<file path="config.mk">
export PLATFORM = sky130hd
export DESIGN_NAME = fetch_unit
export DESIGN_NICKNAME = d
export VERILOG_FILES = /design/src/rtl/fetch_unit.sv
export SDC_FILE = /design/constraint.sdc
export NUM_CORES = 1
export LEC_CHECK = 0
export CAP_MARGIN = 20
export CORE_MARGIN = 1.5
export CORE_UTILIZATION = 50
export DETAILED_ROUTE_END_ITERATION = 10
export HOLD_SLACK_MARGIN = 0.05
export PLACE_DENSITY = 0.79
export REMOVE_ABC_BUFFERS = 1
export SYNTH_ARGS = -nofsm -noshare
export SYNTH_HDL_FRONTEND = slang
export SYNTH_SLANG_ARGS = --single-unit
</file>
<file path="constraint.sdc">
create_clock -name clk -period 6.2 [get_ports clk]
set_input_delay 0.93 -clock clk [delete_from_list [all_inputs] [get_ports clk]]
set_output_delay 0.93 -clock clk [all_outputs]
set_load 0.02 [all_outputs]
</file>
<file path="src/rtl/fetch_unit.sv">
// Fetch unit: one outstanding imem request into a FIFO_DEPTH-entry decode buffer; an instruction is visible the cycle after its response.
// Requests stall while the buffer is full or a stale response is pending; `define FETCH_MISALIGN_TRAP_EN to halt on misaligned redirect targets.
module fetch_unit #(
  parameter logic [31:0] RESET_PC   = 32'h0000_0000,
  parameter int          FIFO_DEPTH = 2
) (
  input  logic        clk,
  input  logic        rst,
  input  logic        redirect,
  input  logic [31:0] next_pc,
  output logic        imem_req_valid,
  output logic [31:0] imem_req_addr,
  input  logic        imem_req_ready,
  input  logic        imem_resp_valid,
  input  logic [31:0] imem_resp_data,
  output logic        if_valid,
  output logic [31:0] if_pc,
  output logic [31:0] if_instr,
  input  logic        if_ready,
  output logic        if_fault
);

  localparam int          PW      = $clog2(FIFO_DEPTH);
  localparam logic [PW:0] DEPTH_C = FIFO_DEPTH[PW:0];

  localparam logic [1:0] S_IDLE = 2'd0;
  localparam logic [1:0] S_REQ  = 2'd1;
  localparam logic [1:0] S_WAIT = 2'd2;
  localparam logic [1:0] S_HALT = 2'd3;

  logic [1:0]    state_q, state_d;
  logic [31:0]   fetch_pc_q, fetch_pc_d;
  logic [31:0]   req_pc_q, req_pc_d;
  logic          pend_q, pend_d;
  logic          drop_q, drop_d;
  logic [PW:0]   count_q, count_d;
  logic [PW-1:0] rd_ptr_q, rd_ptr_d;
  logic [PW-1:0] wr_ptr_q, wr_ptr_d;
  logic [31:0]   pc_mem_q    [FIFO_DEPTH];
  logic [31:0]   instr_mem_q [FIFO_DEPTH];

  logic        accept;
  logic        resp_hit;
  logic        push;
  logic        pop;
  logic        misalign;
  logic [31:0] redir_pc;

  assign redir_pc = next_pc & 32'hFFFF_FFFC;

  assign imem_req_valid = (state_q == S_REQ) && (count_q < DEPTH_C) && !drop_q;
  assign imem_req_addr  = fetch_pc_q;

  assign accept   = imem_req_valid && imem_req_ready;
  assign resp_hit = pend_q && imem_resp_valid;
  // Redirect wins over push and pop: the buffer is flushed in the same cycle.
  assign push     = resp_hit && !drop_q && !redirect && (state_q == S_WAIT);
  assign pop      = if_valid && if_ready && !redirect;

  assign if_valid = (count_q != '0);
  assign if_instr = instr_mem_q[rd_ptr_q];

  always_comb begin
    state_d    = state_q;
    fetch_pc_d = fetch_pc_q;
    req_pc_d   = req_pc_q;
    pend_d     = pend_q;
    drop_d     = drop_q;

    if (accept) begin
      pend_d     = 1'b1;
      fetch_pc_d = fetch_pc_q + 32'd4;
      req_pc_d   = fetch_pc_q;
    end else if (resp_hit) begin
      pend_d = 1'b0;
      drop_d = 1'b0;
    end

    case (state_q)
      S_IDLE:  state_d = S_REQ;
      S_REQ:   if (accept) state_d = S_WAIT;
      S_WAIT:  if (resp_hit) state_d = S_REQ;
      S_HALT:  state_d = S_HALT;
      default: state_d = S_IDLE;
    endcase

    // A request still in flight after a redirect has its response discarded;
    // repeated redirects only retarget, the single stale response is still dropped.
    if (redirect) begin
      drop_d = accept || (pend_q && !imem_resp_valid);
      if (misalign) begin
        state_d = S_HALT;
      end else begin
        fetch_pc_d = redir_pc;
        state_d    = drop_d ? S_WAIT : S_REQ;
      end
    end
  end

  always_comb begin
    count_d  = count_q;
    rd_ptr_d = rd_ptr_q;
    wr_ptr_d = wr_ptr_q;
    if (redirect) begin
      count_d  = '0;
      rd_ptr_d = '0;
      wr_ptr_d = '0;
    end else begin
      if (push) wr_ptr_d = wr_ptr_q + 1'b1;
      if (pop)  rd_ptr_d = rd_ptr_q + 1'b1;
      case ({push, pop})
        2'b10:   count_d = count_q + 1'b1;
        2'b01:   count_d = count_q - 1'b1;
        default: count_d = count_q;
      endcase
    end
  end

  always_ff @(posedge clk) begin
    if (rst) begin
      state_q    <= S_IDLE;
      fetch_pc_q <= RESET_PC;
      req_pc_q   <= RESET_PC;
      pend_q     <= 1'b0;
      drop_q     <= 1'b0;
      count_q    <= '0;
      rd_ptr_q   <= '0;
      wr_ptr_q   <= '0;
      for (int i = 0; i < FIFO_DEPTH; i++) begin
        pc_mem_q[i]    <= '0;
        instr_mem_q[i] <= '0;
      end
    end else begin
      state_q    <= state_d;
      fetch_pc_q <= fetch_pc_d;
      req_pc_q   <= req_pc_d;
      pend_q     <= pend_d;
      drop_q     <= drop_d;
      count_q    <= count_d;
      rd_ptr_q   <= rd_ptr_d;
      wr_ptr_q   <= wr_ptr_d;
      if (push) begin
        pc_mem_q[wr_ptr_q]    <= req_pc_q;
        instr_mem_q[wr_ptr_q] <= imem_resp_data;
      end
    end
  end

`ifdef FETCH_MISALIGN_TRAP_EN
  logic        fault_q;
  logic [31:0] fault_pc_q;

  assign misalign = redirect && (next_pc[1:0] != 2'b00);

  always_ff @(posedge clk) begin
    if (rst) begin
      fault_q    <= 1'b0;
      fault_pc_q <= '0;
    end else if (redirect) begin
      fault_q <= misalign;
      if (misalign) fault_pc_q <= next_pc;
    end
  end

  assign if_fault = fault_q;
  assign if_pc    = fault_q ? fault_pc_q : pc_mem_q[rd_ptr_q];
`else
  assign misalign = 1'b0;
  assign if_fault = 1'b0;
  assign if_pc    = pc_mem_q[rd_ptr_q];
`endif

  // Only one request is ever outstanding and it is issued only with a free slot.
  a_no_push_when_full : assert property (@(posedge clk) disable iff (rst)
    !(push && (count_q == DEPTH_C)));

endmodule

</file>
==> results.txt, run 1 <==
----------------------------------------------------
[Placed design]
  Number of buffers inserted by port buffering ... around 160
  Hpwl dp ... around 11 mm
  Placed Cells incl. Taps ... 1067
  Routability congestion estimate from global placement ... 0.8133
  Post-detailed-placement cell area ... 10200 um2

[Global route]
  Vias in the first global route ... 5671
  Pin count of the biggest net entering global routing ... 63
  Wire length of the first global-routing pass ... 28.77 mm
  Initial antenna violation count ... 0
  Grt ovf ... 0
  Total routing usage reported by global routing ... 21.22%

[Power and ir drop]
  Power Dens Cells ... between 200 and 250 nW/um2
  Leakage power of the design ... 3.831 nW
  Peak supply drop ... 0.1755 mV
  Post-layout total power ... 2.672 mW

[Drt]
  Via/cell ratio ... 5.186
  Routed wire length ... 17.86 mm
  Number of detailed-routing iterations run before antenna repair ... 5
  Number of DRC markers after the initial detailed-route iteration ... 306
  Post-detailed-route count of antenna-violating nets ... 0
  Routed vias ... ~5700
  Average wire per cell in the routed design ... 16.24 um
  Residual DRC ... 0

[Synthesis]
  Avg Inst Size Synth ... around 12 um2
  Count of flip-flops with a built-in enable after synthesis ... approximately 120
  Number of standard cells after synthesis ... 721
  Synth top area share ... between 40% and 50%
  Portion of the post-synthesis area used by sequential elements ... around three fifths
  YS warnings ... 0
  Netlist cell types ... 38
  Synth top cells by count ... and2_1, edfxtp_1, nand2_1
  Total standard cell area after synthesis ... 8404 um2
  Main flop type after synthesis ... edfxtp_1
  Most used standard cell by instance count after synthesis ... and2_1
  Cell type contributing the most total cell area after synthesis ... edfxtp_1
  FF+latch count, synth ... a little under 200
  Dominant cells by area after synthesis ... edfxtp_1, dfxtp_1, and2_1, mux2_2, nand2_1
  Share of flip-flops with an asynchronous set or reset after synthesis ... 0%

[Clock network]
  CTS buffer count ... 17
  Clock tree from TritonCTS ... yes
  Clock root buffer ... clkbuf_16
  Maximum level of the CTS H-tree ... 4
  # hold bufs at CTS ... 0
  PostCTS Resize Cnt ... 0
  Number of sinks on the clock net ... a little under 200
  Clock latency reported for the late side of the worst-skew pair ... ~430 ps
  Post-CTS setup buffers ... 0
  Worst-path clk slew ... 60 ps
  CTS Buffer Depth ... 2

[Floorplanning]
  I/O pin count ... 169
  Initial core utilization ... 50.86%
  Floorplan die height ... 132.7 um
  Row count ... 47
  Die extent in x ... 132.7 um
  Core footprint ... 16520 um2
  Die Footprint ... 17600 um2

[Final layout]
  Final non-filler cell area ... 10740 um2
  Non-filler cells, final ... 1100
  Area of the multi-input gates ... 3128 um2
  Area growth from synthesis to layout ... 27.81%
  Number of nets in the layout ... between 900 and 1000
  Fraction of final layout cells sized beyond drive strength 1 ... between 10 and 15%
  Number of filler cells placed in the layout ... 1269
  Final antenna diode count ... 0
  Register area ... 5109 um2

[Timing]
  Final critical path time including I/O delays and setup ... 3631 ps
  Layout Skew ... between 9 and 10 ps
  Worst rel slew slack ... about a third
  Setup Viol. Count Final ... 0
  Hold Violations, Final ... 0
  Post-route fraction of the period consumed by the critical path ... 58.56%
  Final slew viol count ... 0
  Final TNS setup ... 0 ps
  Least-Margin Pin Slew ... 1025 ps
  Maximum operating frequency ... around 280 MHz
  RSZ-0062 raised after global routing ... false
  Worst Hold Margin ... 458.6 ps

[Setup path]
  Worst Path Class, Setup ... in -> reg
  Crit path capture type ... flip-flop
  Startpoint Class ... primary input
  Worst R2R Setup Slack ... about 3400 ps
  Critical Path AT ... 3920 ps
  Largest driver fanout on the critical path ... 49
  Required @ worst endpoint ... 6490 ps

[Hold path]
  Hold Path Class ... reg -> reg

[Status]
  Outcome ... finished, final reports clean

[Job]
  Max-cap violation count ... 0

----------------------------------------------------
## path summary, 6_finish.rpt
path	to	start	cells past startpoint
setup / recovery	instr_mem_q[0][17]	redirect	6
hold / removal	req_pc_q[16]	req_pc_q[16]	2
setup reg to reg	instr_mem_q[0][17]	state_q[1]	5
hold reg to reg	req_pc_q[16]	req_pc_q[16]	2
## cell families (layout without fill, tap and decap cells)
family / Yosys count / after routing / share of synthesized area, %
and+or+nand+nor: 306 / 306 / 19.46
adders and majority gates: 2 / 2 / 0.2977
DFF: 193 / 193 / 60.74
xor gates and xnor gates: 32 / 32 / 3.335
AOI/OAI and AO/OA: 72 / 72 / 5.211
other: 1 / 5 / 0.04462
buffers and inverters: 53 / 208 / 2.605
muxes: 62 / 62 / 8.307
## critical path, stage by stage
cell and delay (ps):
clkdlybuf4s50_1 660, nor2_1 240, nand4_1 410, nor3_2 910, buf_4 550, and2_1 210
## area by class of cell
type | instances | area share [%]
Sequential cell | 193 | 47.56
Multi-Input combinational cell | 479 | 29.12
Timing Repair Buffer | 171 | 15.66
Clock buffer | 24 | 4.391
Tap cell | 220 | 2.563
Clock inverter | 8 | 0.5358
Inverter | 5 | 0.1747
## stage by stage
| stage | util (%) | worst slack (ps) |
|---|---|---|
| floorplan | - | 1485 |
| global placement | 61.76 | 2174 |
| detailed placement | 61.76 | 2097 |
| CTS | 64.96 | 2557 |
| global route | 65.00 | 2330 |
| finish | 65.00 | 2569 |
## placed cells by master (no fill, tap or decap), types with 3 or more instances in the layout
master,n
nor3_1,9
nand2_1,86
a21oi_1,39
clkdlybuf4s50_1,160
and4_1,3
clkbuf_16,17
buf_4,10
clkbuf_1,5
xnor2_1,15
a211oi_1,22
edfxtp_1,124
mux2_2,62
nor2_1,37
and3_1,5
inv_1,3
nand4_1,12
clkinv_4,4
xor2_1,17
conb_1,5
and2_1,126
dfxtp_1,68
nand3_1,12
o21ai_0,4
## per-layer routing
layer	track usage, %	share of wire, %	up-vias
met5	0	0	-
met3	4.751	5.5	29
li1	-	-	2794
met1	26.80	43	2685
met4	9.158	2.9	0
met2	35.28	48	197
## registers in the layout (all words and copies together) (netlist names), named ones only
signal	flops
wr_ptr_q	1
drop_q	1
req_pc_q	30
pc_mem_q	60
instr_mem_q	64
imem_req_addr	30
state_q	2
count_q	2
pend_q	1
rd_ptr_q	1
## where the power goes
| group | internal, mW | total, mW | leakage [nW] | switching, mW |
|---|---|---|---|---|
| Combinational | 0.119 | 0.246 | 1.73 | 0.126 |
| Clock | 0.535 | 0.984 | 0.256 | 0.449 |
| Sequential | 1.41 | 1.44 | 1.84 | 0.0324 |
| Total | 2.06 | 2.67 | 3.83 | 0.607 |
Note: power is estimated with default switching activity, not from simulation.
==> run 2, diff against run 1 <==
- CORE_UTILIZATION: 50 -> 47
- PLACE_DENSITY: 0.79 -> 0.78
- clock period: 6.2 -> 3.2 ns (I/O delays scaled with it)
==> run 2 against run 1 <==
Net effect: via count up 0.18%; core utilization down 1.9 points; final area up 2.0%; total power up 110%; global-route usage down 1.0 points; die area up 6.2%; first-iteration DRC count down 5.9%; clock skew about the same; clock-buffer cell count down 5; sequential share of layout area down 0.95 points; cell count up 0.91%; routed wire length up 2.7%; largest power group unchanged.
==> results.txt, run 2 (same netlist as run 1, synthesis figures left out) <==
----------------------------------------------------
[Status]
  Outcome ... finished, final reports clean

[Drt]
  Routed wire length ... 18.34 mm (+2.7%)
  Via/cell ratio ... 5.149 (-0.73%)
  Routed vias ... 5715 (+0.18%)
  Number of detailed-routing iterations run before antenna repair ... 5 (unchanged)
  Average wire per cell in the routed design ... 16.52 um (+1.8%)
  Residual DRC ... 0 (unchanged)
  Post-detailed-route count of antenna-violating nets ... 0 (unchanged)
  Number of DRC markers after the initial detailed-route iteration ... 288 (-5.9%)

[Power and ir drop]
  Peak supply drop ... 0.3721 mV (+110%)
  Fraction of power spent switching nets ... 21.74% (-0.99 points)
  Internal power ... 4.360 mW (+110%)
  Net switching power ... 1.211 mW (+99%)
  Leakage power of the design ... 3.926 nW (+2.5%)
  Clk pwr share ... 41.1% (+4.3 points)
  Power Dens Cells ... 508.5 nW/um2 (+100%)
  Sequential group share of total power ... 50.2% (-3.8 points)
  Post-layout total power ... 5.571 mW (+110%)
  Logic pwr share ... 8.7% (-0.5 points)

[Clock network]
  Post-CTS setup buffers ... 0 (unchanged)
  CTS Buffer Depth ... 2 (unchanged)
  Worst-path clk slew ... 70 ps (about the same)
  Clock root buffer ... clkbuf_16
  # hold bufs at CTS ... 0 (unchanged)
  Maximum level of the CTS H-tree ... 4 (unchanged)
  Number of sinks on the clock net ... 193 (unchanged)
  Clock tree from TritonCTS ... yes
  PostCTS Resize Cnt ... 0 (unchanged)
  CTS buffer count ... 17 (unchanged)
  Clock latency reported for the late side of the worst-skew pair ... 420 ps (about the same)

[Setup path]
  Worst Path Class, Setup ... reg -> out
  Critical-path cell list ... or4b_4, inv_2, clkdlybuf4s50_1
  Worst Path Buf+Inv ... 2 (unchanged)
  Crit path capture type ... output pin
  Largest delay share family, worst path ... buffers and inverters
  Required @ worst endpoint ... 2720 ps (-3770 ps)
  Startpoint Class ... flip-flop
  CP max stage cell ... clkdlybuf4s50_1
  Largest driver fanout on the critical path ... 9 (-82%)
  Delay of the slowest cell on the worst path ... 680 ps (-230 ps)
  Critical Path AT ... 2180 ps (-1740 ps)

[Final layout]
  Highest-count cells in the layout ignoring fill and taps ... clkdlybuf4s50_1, and2_1, edfxtp_1
  Fraction of final layout cells sized beyond drive strength 1 ... 13.79% (+0.83 points)
  Flip-flop count of the largest register after layout ... 64 (unchanged)
  Most frequent standard cell in the layout excluding fill and tap cells ... clkdlybuf4s50_1
  Number of nets in the layout ... 944 (+0.53%)
  Final antenna diode count ... 0 (unchanged)
  Largest reg by FF count ... instr_mem_q
  Area growth from synthesis to layout ... 30.36%
  Final standard cell utilization of the core ... 63.12% (-1.9 points)
  Non-filler cells, final ... 1110 (+0.91%)
  Largest registers in the final layout ... instr_mem_q (64), pc_mem_q (60)
  Number of filler cells placed in the layout ... 1441 (+14%)

[Global route]
  Vias in the first global route ... 5573 (-1.7%)
  Routing layer with the top usage in global route ... met2
  Total routing usage reported by global routing ... 20.18% (-1.0 points)
  Grt ovf ... 0 (unchanged)
  Pin count of the biggest net entering global routing ... 63 (unchanged)
  GR met2 Demand/Resource ... 34.67% (-0.61 points)
  GR Layer Usage met1 ... 25.14% (-1.7 points)
  GR met3 Demand/Resource ... 4.037% (-0.71 points)
  Wire length of the first global-routing pass ... 28.55 mm (-0.77%)
  Initial antenna violation count ... 0 (unchanged)

[Placed design]
  Routability congestion estimate from global placement ... 0.7753 (-4.7%)
  Placed Cells incl. Taps ... 1078 (+1.0%)
  Hpwl dp ... 11.57 mm (+1.4%)
  Number of buffers inserted by port buffering ... 161 (unchanged)

[Floorplanning]
  Floorplan die height ... 136.7 um (+3.1%)
  Die extent in x ... 136.7 um (+3.1%)
  Initial core utilization ... 48.42% (-2.4 points)
  I/O pin count ... 169 (unchanged)
  Core footprint ... 17360 um2 (+5.0%)
  Row count ... 48 (+2.1%)
  Die Footprint ... 18690 um2 (+6.2%)

[Timing]
  Least-Margin Pin Slew ... 559.7 ps (-465.1 ps)
  Layout Skew ... 9.170 ps (-0.3993 ps)
  RSZ-0062 raised after global routing ... false
  Maximum operating frequency ... 375.5 MHz
  Hold Violations, Final ... 0 (unchanged)
  Final TNS setup ... 0 ps (unchanged)
  Worst rel slew slack ... 62.60% (+31 points)
  Final critical path time including I/O delays and setup ... 2663 ps
  Post-route fraction of the period consumed by the critical path ... roughly 83%
  Setup Viol. Count Final ... 0 (unchanged)
  Final slew viol count ... 0 (unchanged)

[Job]
  Max-cap violation count ... 0 (unchanged)

[Hold path]
  Hold Path Class ... reg -> reg

----------------------------------------------------
==> run 2: changes by cell type in the layout (fill, tap and decap cells not counted), sizes merged <==
cell	change
clkinv	-1
buf	+5
clkbuf	-5
inv	+1
bufinv	+5
==> run 2: stage by stage <==
step | hold WS (ps) | setup WS (ps) | cell area (um2)
3_3_place_gp | 446.7 | 708.1 | 10320
5_1_grt | 478.4 | 468.0 | 10960
2_1_floorplan | 434.1 | -1065 | 8219
3_5_place_dp | 454.7 | 687.3 | 10320
6_report | 459.5 | 537.2 | 10960
4_1_cts | 463.7 | 541.7 | 10960
==> run 2: routing by layer <==
layer | vias up | part of all wire, %
li1 | 2817 | -
met4 | 0 | 1.3
met1 | 2729 | 43
met3 | 15 | 6.1
met2 | 154 | 50
met5 | - | 0
==> run 2: final timing paths <==
| check | from | to | slack [ps] | cells past startpoint |
|---|---|---|---|---|
| max | count_q[1] | imem_req_valid | 540 | 3 |
| min | req_pc_q[2] | req_pc_q[2] | 460 | 2 |
| min reg2reg | req_pc_q[2] | req_pc_q[2] | 460 | 2 |
| max reg2reg | imem_req_addr[4] | imem_req_addr[31] | 1030 | 5 |
==> run 2: cell type report <==
class                      count  area, um2  area share, %
clock buffer                  19      432.9          3.952
clock inverter                13      206.4          1.884
inverter                       5      18.77         0.1713
multi-input combinational    479       3128          28.55
sequential                   193       5106          46.61
tap                          225      281.5          2.570
timing repair buffer         176       1782          16.26
==> run 2: power groups by stage <==
stage	combinational (mW)	sequential (mW)	clock [mW]
after detailed placement	0.487	2.85	0
after global placement	0.482	2.84	0
after floorplan	0.184	2.87	0
final	0.486	2.80	2.29
after global routing	0.522	2.81	2.41
after CTS	0.491	2.80	2.32
==> run 2: tightest hold or removal path, delay by kind of cell (launching register included) <==
family          cells  cell delay, ps
simple gates        1              50
compound gates      1              50
flops               1             310
==> run 3, diff against run 2 <==
- CORE_UTILIZATION: 47 -> 50
- PLACE_DENSITY: 0.78 -> 0.79
- clock period: 3.2 -> 2.7 ns (I/O delays scaled with it)
==> run 3 against run 2 <==
Net effect: cell count unchanged; sequential power is 18% higher; via count is 2.7% higher; highest routed layer unchanged; largest cell class unchanged.
==> results.txt, run 3 (same netlist as run 1, synthesis figures left out) <==
----------------------------------------------------
[Clock network]
  CTS Buffer Depth ... 2 (unchanged)
  Worst-path clk slew ... 70 ps (about the same)
  Post-CTS setup buffers ... 0 (unchanged)
  Clock latency reported for the late side of the worst-skew pair ... 420 ps (about the same)
  PostCTS Resize Cnt ... 0 (unchanged)
  Maximum level of the CTS H-tree ... 4 (unchanged)
  Clock tree from TritonCTS ... yes
  Clock root buffer ... clkbuf_16
  # hold bufs at CTS ... 0 (unchanged)
  CTS buffer count ... 17 (unchanged)
  Number of sinks on the clock net ... 193 (unchanged)

[Global route]
  Total routing usage reported by global routing ... 21.26% (+1.1 points)
  Pin count of the biggest net entering global routing ... 65 (+3.2%)
  Wire length of the first global-routing pass ... 29.05 mm (+1.8%)
  Vias in the first global route ... 5700 (+2.3%)
  Initial antenna violation count ... 0 (unchanged)
  Grt ovf ... 0 (unchanged)

[Hold path]
  Hold Path Origin ... rst
  Hold Path Class ... in -> reg

[Placed design]
  Hpwl dp ... 11.62 mm (+0.49%)
  Number of buffers inserted by port buffering ... 161 (unchanged)
  Post-detailed-placement cell area ... 10380 um2 (+0.57%)
  Routability congestion estimate from global placement ... 0.8118 (+4.7%)
  Placed Cells incl. Taps ... 1078 (unchanged)

[Final layout]
  Flip-flop count of the largest register after layout ... 64 (unchanged)
  Largest registers in the final layout ... instr_mem_q (64), pc_mem_q (60)
  Area of the multi-input gates ... 3128 um2 (unchanged)
  Number of filler cells placed in the layout ... 1258 (-13%)
  Non-filler cells, final ... 1110 (unchanged)
  Register area ... 5109 um2 (about the same)
  Number of nets in the layout ... 949 (+0.53%)
  Highest-count cells in the layout ignoring fill and taps ... clkdlybuf4s50_1, and2_1, edfxtp_1
  Final antenna diode count ... 0 (unchanged)
  Most frequent standard cell in the layout excluding fill and tap cells ... clkdlybuf4s50_1
  Area growth from synthesis to layout ... 30.31% (about the same)
  Fraction of final layout cells sized beyond drive strength 1 ... 14.49% (+0.71 points)
  Final non-filler cell area ... 10950 um2 (about the same)
  Largest reg by FF count ... instr_mem_q

[Floorplanning]
  Die Footprint ... 17600 um2 (-5.9%)
  Die extent in x ... 132.7 um (-3.0%)
  Core footprint ... 16520 um2 (-4.8%)
  Initial core utilization ... 50.86% (+2.4 points)
  Floorplan die height ... 132.7 um (-3.0%)
  Row count ... 47 (-2.1%)
  I/O pin count ... 169 (unchanged)

[Drt]
  Number of DRC markers after the initial detailed-route iteration ... 374 (+30%)
  Total met3 wirelength after detailed routing ... 805 um (-28%)
  Post-detailed-route count of antenna-violating nets ... 0 (unchanged)
  Routed vias ... 5871 (+2.7%)
  Number of detailed-routing iterations run before antenna repair ... 5 (unchanged)
  Length of routed wiring on met1 ... 7.796 mm (-0.95%)
  Highest routed layer ... met4
  Routed wire length ... 18.14 mm (-1.1%)
  Via/cell ratio ... 5.289 (+2.7%)
  Average wire per cell in the routed design ... 16.35 um (-1.1%)
  Met2 WL post-DR ... 9.283 mm (+1.8%)
  Residual DRC ... 0 (unchanged)

[Setup path]
  Startpoint Class ... flip-flop
  Worst Path Class, Setup ... reg -> out
  Start of the worst register-to-register path ... imem_req_addr[5]
  Largest driver fanout on the critical path ... 22 (+13)
  Crit path capture type ... output pin
  Required @ worst endpoint ... 2300 ps (-420 ps)
  Critical Path AT ... 2190 ps (about the same)

[Power and ir drop]
  Leakage power of the design ... 3.932 nW (+0.14%)
  Power Dens Cells ... 578.5 nW/um2 (+14%)
  Peak supply drop ... 0.5047 mV (+36%)

[Timing]
  Hold Violations, Final ... 0 (unchanged)
  RSZ-0062 raised after global routing ... false
  Layout Skew ... 7.266 ps (-1.904 ps)
  Worst rel slew slack ... 53.76% (-8.8 points)
  Setup Viol. Count Final ... 0 (unchanged)
  Maximum operating frequency ... 385.7 MHz
  Least-Margin Pin Slew ... 693.6 ps (+133.9 ps)
  Final critical path time including I/O delays and setup ... between 2000 and 3000 ps
  Post-route fraction of the period consumed by the critical path ... 96.03%
  Final slew viol count ... 0 (unchanged)

[Job]
  Max-cap violation count ... 0 (unchanged)

[Status]
  Outcome ... finished, final reports clean

----------------------------------------------------
==> run 3: critical path: stages, from the launching register on <==
cell and delay (ps):
dfxtp_4 570, buf_4 270, mux2_2 360, clkdlybuf4s50_1 560
==> run 3: cell type report <==
type / count / area share [%]
inverter: 5 / 0.1714
clock buffer: 18 / 4.113
sequential: 193 / 46.65
multi-input combinational: 479 / 28.56
tap: 220 / 2.513
clock inverter: 14 / 1.154
timing repair buffer: 181 / 16.84
==> run 3: path summary, 6_finish.rpt <==
path	endpoint	slack, ps	cells after the start
max	if_pc[28]	110	3
min	imem_req_addr[22]	270	2
max reg2reg	imem_req_addr[31]	450	5
min reg2reg	req_pc_q[27]	460	2
==> run 3: stage by stage <==
step | hold WS, ps | power [mW] | setup WS (ps) | setup TNS [ps] | utilization, %
after CTS | 245.9 | 6.378 | 70.80 | 0 | 66.28
after floorplan | 434.1 | 3.619 | -1490 | -245010 | -
after detailed placement | 452.3 | 3.954 | 448.3 | 0 | 62.78
after global placement | 445.8 | 3.945 | 465.2 | 0 | 62.78
final | 273.4 | 6.336 | 107.3 | 0 | 66.28
after global routing | 268.6 | 6.523 | 29.22 | 0 | 66.28
==> run 3: metal layers <==
layer / GRT usage [%] / up-vias
li1: - / 2828
met3: 3.602 / 20
met2: 36.91 / 170
met5: 0 / -
met4: 7.387 / 0
met1: 26.99 / 2853
==> run 3: power by group <==
group,leakage [nW],switching [mW],internal [mW]
registers,1.84,0.0739,3.24
logic,1.81,0.294,0.286
clock network,0.278,1.11,1.34
==> patch, RTL diff (config.mk and constraints of run 2) <==
Set the parameter `FIFO_DEPTH` to 1 (it was 2).
--- a/src/rtl/fetch_unit.sv
+++ b/src/rtl/fetch_unit.sv
@@ -4,3 +4,3 @@
   parameter logic [31:0] RESET_PC   = 32'h0000_0000,
-  parameter int          FIFO_DEPTH = 2
+  parameter int          FIFO_DEPTH = 1
 ) (
Behaviour: not the same (Yosys sat finds a counterexample within 4 cycles, from zero or initial values and one cycle with rst high).
==> patch against run 2 <==
- wire length is 25% lower
- power is 27% lower
- clock skew is 0.00069 ns lower
- synthesized cell count is 26% lower
- design area is 29% lower
- sequential share of layout area is 5.7 points lower
- worst setup slack better by 0.46 ns
- sequential cell count is 66 lower
- synthesized area is 35% lower
- critical endpoint unchanged
==> patch: results <==
group,metric,value,unit
run_status,status,"finished clean",
yosys,synth-adder-area-share,0.457,%
global_routing,grt_max_degree,51,
detailed_routing,routed_wl,13800,um
global_routing,grt_pass1_vias,4422,
placed_design,gp_congestion,0.840,
layout,final_cells,839,
layout,fin_nets,755,
detailed_routing,drt-met1-wl,5860,um
detailed_routing,wl_met2,6690,um
yosys,synth.distinct_cells,50,
yosys,ys.flop_type,"dfxtp_1",
timing,slew_headroom,60.6,%
yosys,seq_area_frac_synth,57.8,%
yosys,synth_area_leaders,"edfxtp_1 (34%), dfxtp_1 (24%), and2_1 (7.7%)",
detailed_routing,vias_per_cell,5.47,
placed_design,dp.cells,807,
yosys,synth_common_cells,"nand2_1 (73), and2_1 (67), dfxtp_1 (65)",
yosys,synth_edf_count,62,
setup_path,cp_data_arrival_time,1.72,ns
layout,largest_reg_flops,32,
placed_design,pre_cts_slack,0.786,ns
yosys,synth-compound-area-share,10.6,%
global_routing,track_usage,22.4,%
pwr,p_leak,2.80,nW
[patch: layer usage]
metal | vias up | GRT usage, %
met1 | 2169 | 28.1
met2 | 210 | 37.2
li1 | 2193 | -
met5 | - | 0
met3 | 20 | 6.01
met4 | 0 | 8.63
[patch: report_power, final]
part | leakage (nW) | total (mW) | internal [mW] | switching (mW)
Clock | 0.265 | 1.80 | 1.13 | 0.672
Combinational | 1.37 | 0.444 | 0.218 | 0.227
Sequential | 1.17 | 1.83 | 1.77 | 0.0597
Total | 2.80 | 4.08 | 3.12 | 0.958
[patch: cells by family (layout without fill, tap and decap cells)]
logic type / after synthesis / count (layout)
adder cells (fa/ha/maj): 2 / 2
buffers and inverters: 48 / 210
AND/OR/NAND/NOR: 250 / 250
XOR/XNOR: 9 / 9
AO/OA/AOI/OAI: 93 / 93
other: 1 / 5
flip-flops: 127 / 127
[patch: cell type report]
cell class                 instances  area, sq um
fill                             908         3640
multi-input combinational        359         2110
sequential                       127         3160
clock inverter                    13          123
tap                              143          179
timing repair buffer             172         1700
inverter                           6         22.5
clock buffer                      19          433
[patch: worst paths after layout]
path,endpoint,startpoint,slack [ns],cells after the start
setup / recovery,imem_req_valid,if_valid,1.0,2
hold / removal,req_pc_q[31],req_pc_q[31],0.45,2
setup reg to reg,req_pc_q[20],if_valid,1.14,6
hold reg to reg,req_pc_q[31],req_pc_q[31],0.45,2
[patch: per-stage QoR]
step	hold WS (ns)	utilization [%]	power (mW)	instance area, sq um
floorplan	0.426	-	2.04	5280
global placement	0.438	63.1	2.29	7170
detailed placement	0.443	63.1	2.30	7170
CTS	0.450	68.0	4.10	7730
global route	0.466	68.0	4.21	7730
finish	0.450	68.0	4.08	7730
[patch: critical path, stage by stage (launching register included)]
cell,delay [ns]
dfxtp_1,0.35
nor4b_4,0.32
clkdlybuf4s50_1,0.65
